[config.mk]
export PLATFORM = sky130hd
export DESIGN_NAME = uart_tx_fifo_flat
export DESIGN_NICKNAME = d
export VERILOG_FILES = /design/src/rtl/uart_tx_fifo_if.sv /design/src/rtl/uart_tx_fifo.sv /design/src/flat_wrapper.sv
export SDC_FILE = /design/constraint.sdc
export NUM_CORES = 1
export LEC_CHECK = 0
export ABC_AREA = 1
export BUFFER_PORTS_ARGS = -buffer_cell sky130_fd_sc_hd__buf_2
export CAP_MARGIN = 20
export CORE_MARGIN = 4
export CORE_UTILIZATION = 61
export DETAILED_ROUTE_END_ITERATION = 8
export PLACE_DENSITY_LB_ADDON = 0.08
export SYNTH_ARGS = -nofsm -noshare
export SYNTH_HDL_FRONTEND = slang
export SYNTH_SLANG_ARGS = --single-unit
[constraint.sdc]
create_clock -name sys_clk -period 3.1 [get_ports sys_clk]
set_clock_uncertainty 0.2 [all_clocks]
set_input_delay 0.31 -clock sys_clk [delete_from_list [all_inputs] [get_ports sys_clk]]
set_output_delay 0.31 -clock sys_clk [all_outputs]
set_load 0.02 [all_outputs]
[src/rtl/uart_tx_fifo_if.sv]
// uart_tx_fifo_if: byte strobe in, launch strobe out, plus fill-level and overflow status
interface uart_tx_fifo_if #(parameter int ADDR_W = 4);
  logic [7:0]      in_data;
  logic            in_flag;
  logic            tx_busy;
  logic [7:0]      po_data;
  logic            po_flag;
  logic [ADDR_W:0] fifo_count;
  logic            overflow;
  modport master (output in_data, in_flag, tx_busy, input po_data, po_flag, fifo_count, overflow);
  modport slave  (input in_data, in_flag, tx_busy, output po_data, po_flag, fifo_count, overflow);
endinterface

[src/rtl/uart_tx_fifo.sv]
// uart_tx_fifo: buffers byte strobes and replays them to uart_tx only while it reports idle
module uart_tx_fifo #(
  parameter int DEPTH         = 16,
  parameter int ADDR_W        = 4,
  parameter int START_TIMEOUT = 8
) (
  input logic           sys_clk,
  input logic           sys_rst_n,
  uart_tx_fifo_if.slave bus
);
  localparam int CW = ADDR_W + 1;
  localparam int TW = $clog2(START_TIMEOUT + 1);
  localparam logic [CW-1:0] FULL = CW'(DEPTH);
  typedef enum logic [1:0] {IDLE, WAIT_BUSY, WAIT_DONE} state_t;
  state_t            state;
  logic [7:0]        mem [DEPTH];
  logic [ADDR_W-1:0] wr_ptr, rd_ptr;
  logic [CW-1:0]     count;
  logic [TW-1:0]     tmo;
  logic [7:0]        po_data;
  logic              po_flag, overflow;
  logic              full, push, launch;
  assign full   = count == FULL;
  assign push   = bus.in_flag && !full;
  assign launch = state == IDLE && count != '0 && !bus.tx_busy;
  assign bus.po_data    = po_data;
  assign bus.po_flag    = po_flag;
  assign bus.fifo_count = count;
  assign bus.overflow   = overflow;
  // storage needs no reset: a slot is only read after it has been written
  always_ff @(posedge sys_clk)
    if (push) mem[wr_ptr] <= bus.in_data;
  // pointers, fill level and the launch/handshake state machine
  always_ff @(posedge sys_clk or negedge sys_rst_n)
    if (!sys_rst_n) begin
      wr_ptr   <= '0;
      rd_ptr   <= '0;
      count    <= '0;
      tmo      <= '0;
      po_data  <= 8'h00;
      po_flag  <= 1'b0;
      overflow <= 1'b0;
      state    <= IDLE;
    end else begin
      overflow <= bus.in_flag && full;
      po_flag  <= launch;
      count    <= count + CW'(push) - CW'(launch);
      if (push) wr_ptr <= wr_ptr + 1'b1;
      case (state)
        IDLE:
          if (launch) begin
            po_data <= mem[rd_ptr];
            rd_ptr  <= rd_ptr + 1'b1;
            tmo     <= '0;
            state   <= WAIT_BUSY;
          end
        WAIT_BUSY:
          if (bus.tx_busy) state <= WAIT_DONE;
          else begin
            tmo <= tmo + 1'b1;
            if (tmo == TW'(START_TIMEOUT - 1)) state <= IDLE;
          end
        WAIT_DONE:
          if (!bus.tx_busy) state <= IDLE;
        default: state <= IDLE;
      endcase
    end
endmodule

[src/flat_wrapper.sv]
// flat-port wrapper written by rule: the top's interface ports become plain ports
module uart_tx_fifo_flat 
#(
  parameter int DEPTH         = 16,
  parameter int ADDR_W        = 4,
  parameter int START_TIMEOUT = 8
)
  (sys_clk, sys_rst_n, bus_in_data, bus_in_flag, bus_tx_busy, bus_po_data, bus_po_flag, bus_fifo_count, bus_overflow);
  uart_tx_fifo_if #(.ADDR_W(ADDR_W)) bus_i ();
  input logic sys_clk;
  input logic sys_rst_n;
  input wire logic [$bits(bus_i.in_data)-1:0] bus_in_data;
  input wire logic [$bits(bus_i.in_flag)-1:0] bus_in_flag;
  input wire logic [$bits(bus_i.tx_busy)-1:0] bus_tx_busy;
  output wire logic [$bits(bus_i.po_data)-1:0] bus_po_data;
  output wire logic [$bits(bus_i.po_flag)-1:0] bus_po_flag;
  output wire logic [$bits(bus_i.fifo_count)-1:0] bus_fifo_count;
  output wire logic [$bits(bus_i.overflow)-1:0] bus_overflow;
  assign bus_i.in_data = bus_in_data;
  assign bus_i.in_flag = bus_in_flag;
  assign bus_i.tx_busy = bus_tx_busy;
  assign bus_po_data = bus_i.po_data;
  assign bus_po_flag = bus_i.po_flag;
  assign bus_fifo_count = bus_i.fifo_count;
  assign bus_overflow = bus_i.overflow;
  uart_tx_fifo #(.DEPTH(DEPTH), .ADDR_W(ADDR_W), .START_TIMEOUT(START_TIMEOUT)) u_core (.sys_clk(sys_clk), .sys_rst_n(sys_rst_n), .bus(bus_i));
endmodule
==> summary.txt <==
Drt pass-1 iters: 6
Setup TNS: 0 ns
Hold Vio Cnt, Final: 0
Headroom to the max-slew limit: 56.2%
Part of the power in registers: 37.7%
Vias: 4636
Worst slew pin tran: 0.655 ns
Routed Antenna Nets: 0
F_max: 385 MHz
Largest net degree at the start of global routing: 66
Number of synthesized flops with an enable pin: 128
Fin cells: 867
Critical path peak fanout: 3
Max Cap Viol: 0
Synth Flop Type: edfxtp_1
Pwr dens: 968 mW/mm^2
Setup crit start: u_core.bus.fifo_count[3]
Logic pwr share: 32.9%
Final HPWL DP: 9.87 mm
WS Path Type: reg2reg
Fin crit period: 2.60 ns
CTS Buf Count: 17
Setup bufs post-CTS: 0
Fin. max-slew vios: 0
Switching Fraction: 36.1%
GPL Wtd Cong: 0.899
Final Cycle Share: 83.8%
RSZ-0062 raised after global routing: no
Core Region: 0.0110 mm^2
H-tree depth: 4
Ant diodes: 0
Starting density of the core: 63.1%
Critical path arrival: 2.70 ns
Cells after synthesis: 685
Outcome: complete, no violations
Yosys reg bits: 157
HP Start: bus_in_data[1]
Vias in the first global route: 4565
Leakage: 3.57 nW
CTS root buf: clkbuf_16
Worst r2r src: u_core.bus.fifo_count[3]
CTS clk-pin slew, worst paths: 0.06 ns
YS warnings: 0
Initial antenna violation count: 0
All-Layer GR Usage: 25.0%
Routed WL: 15.1 mm
Die width: 115 um
Io pins: 27
Peak VDD IR: 0.970 mV
Clock power frac: 29.4%
CTS tree: yes
Clock sinks: 157
Syn_nets: 710
Post-CTS Resized: 0
Die span in y: 115 um
Initial DRC Count: 423
Post-synthesis area per instance: 10.1 um^2
Setup violators final: 0
Nets: 739
Row cnt: 38
Sw Pwr: 2.74 mW
Residual overflow from global routing: 0
End-of-flow core utilization: 71.4%
First-pass GRT wire length: 24.0 mm
DRC: 0
Area grow syn2layout: 13.2%
Vias per cell: 5.35
Drt wl/cell: 17.4 um
CTS Buffer Depth: 2
Worst hold slack: 0.140 ns
Hold buffer count at CTS: 3
DIE AREA: 0.0131 mm^2
Synth async-reset ratio: 18.5%
Fraction of layout cells with a size suffix above 1: 8.94%
Crit path launch type: flip-flop
Internal power: 4.85 mW
Placed insts: 831
Hold Path Class: in2reg
WP data required: 3.20 ns
Port Buf Inserts: 26
Synth Cell Area: 0.00693 mm^2
Setup crit end kind: flip-flop
Post-synth cell types: 19
Register area share after synthesis: 65.9%
Clock Latency Late Sink: 0.42 ns
-- layout by cell type, fill, tap and decap left out, types with 3 or more instances in the layout --
| cell | netlist | layout |
|---|---|---|
| nand2_1 | 213 | 213 |
| inv_1 | 123 | 123 |
| dlygate4sd3_1 | 0 | 3 |
| clkinv_4 | 0 | 5 |
| buf_4 | 8 | 6 |
| xor2_1 | 9 | 9 |
| nor2_1 | 22 | 22 |
| nand3_1 | 101 | 101 |
| o21ai_0 | 8 | 8 |
| edfxtp_1 | 128 | 128 |
| a21oi_1 | 5 | 5 |
| dfrtp_1 | 29 | 28 |
| ha_1 | 12 | 12 |
| nand4_1 | 3 | 3 |
| clkbuf_16 | 0 | 17 |
| buf_2 | 16 | 26 |
| bufinv_16 | 0 | 5 |
| clkinv_1 | 2 | 5 |
-- sequential cells by signal (all words and copies together) (netlist names) --
name,count
u_core.mem,128
u_core.bus.po_data,8
u_core.state,2
u_core.bus.fifo_count,5
u_core.tmo,4
u_core.rd_ptr,4
u_core.wr_ptr,4
u_core.bus.overflow,1
u_core.bus.po_flag,1
-- worst max-delay path: stages, from the launching register on --
cell and delay (ns):
dfrtp_1 0.41, inv_1 0.10, ha_1 0.19, nand4_1 0.11
nand3_1 0.10, inv_1 0.07, ha_1 0.27, inv_1 0.05
ha_1 0.15, inv_1 0.05, fa_1 0.39, o21ai_0 0.17
a21oi_1 0.10, xor2_1 0.14
-- final timing paths --
kind | endpoint | slack (ns) | cells past startpoint
max reg2reg | u_core.bus.fifo_count[4] | 0.50 | 13
min in group asynchronous | u_core.tmo[2] | 0.26 | 2
max in group asynchronous | u_core.rd_ptr[0] | 1.98 | 2
max | u_core.bus.fifo_count[4] | 0.50 | 13
min | u_core.mem[3][1] | 0.14 | 1
min reg2reg | u_core.bus.po_data[7] | 0.29 | 2
-- metal layers --
| metal | global-route usage (%) | vias up | wire [um] |
|---|---|---|---|
| li1 | - | 2242 | - |
| met2 | 39.3 | 165 | 7270 |
| met1 | 34.3 | 2207 | 6580 |
| met5 | 0 | - | 0 |
| met3 | 6.24 | 22 | 1020 |
| met4 | 8.23 | 0 | 246 |
-- metrics by stage --
stage / power (mW) / setup WS [ns] / area (um^2)
4_1_cts: 7.57 / 0.488 / 7820
5_1_grt: 8.08 / 0.304 / 7850
3_3_place_gp: 5.27 / 0.586 / 7140
3_5_place_dp: 5.33 / 0.503 / 7140
2_1_floorplan: 4.63 / 0.313 / 6930
6_report: 7.59 / 0.501 / 7850
-- cell families (layout without fill, tap and decap cells) --
logic type      count (synthesis)  count (layout)  share of synthesized area (%)
simple gates                  339             339                           20.3
flops                         157             157                           65.9
buf+inv                       153             195                           9.12
fa+ha+maj                      13              13                           2.46
compound gates                 13              13                          0.939
xor+xnor                       10              10                           1.26
-- power by group through the flow --
stage          clock (mW)  combinational [mW]  sequential, mW
2_1_floorplan           0                1.74            2.90
5_1_grt              2.37                2.81            2.90
6_report             2.23                2.50            2.86
3_3_place_gp            0                2.40            2.88
4_1_cts              2.26                2.45            2.86
3_5_place_dp            0                2.43            2.89
-- area by class of cell --
cell class | instances | area, um^2
clock buffers | 17 | 425
well taps | 140 | 175
fillers | 804 | 3140
multi-input cells | 375 | 1730
repair buffers | 37 | 253
inverters | 126 | 473
flip-flops and latches | 157 | 4570
clock inverters | 15 | 219
-- cells in the mapped netlist, types with 2 or more instances --
cell type,number,area [um^2]
nand4_1,3,18.8
clkinv_1,2,7.51
edfxtp_1,128,3840
nand2_1,213,800
a21oi_1,5,25.0
nand3_1,101,505
inv_1,123,462
ha_1,12,150
buf_2,16,80.1
clkbuf_1,2,7.51
o21ai_0,8,40.0
buf_4,8,60.1
dfrtp_1,29,726
xor2_1,9,78.8
nor2_1,22,82.6
Power figures use the tool's default switching activity.
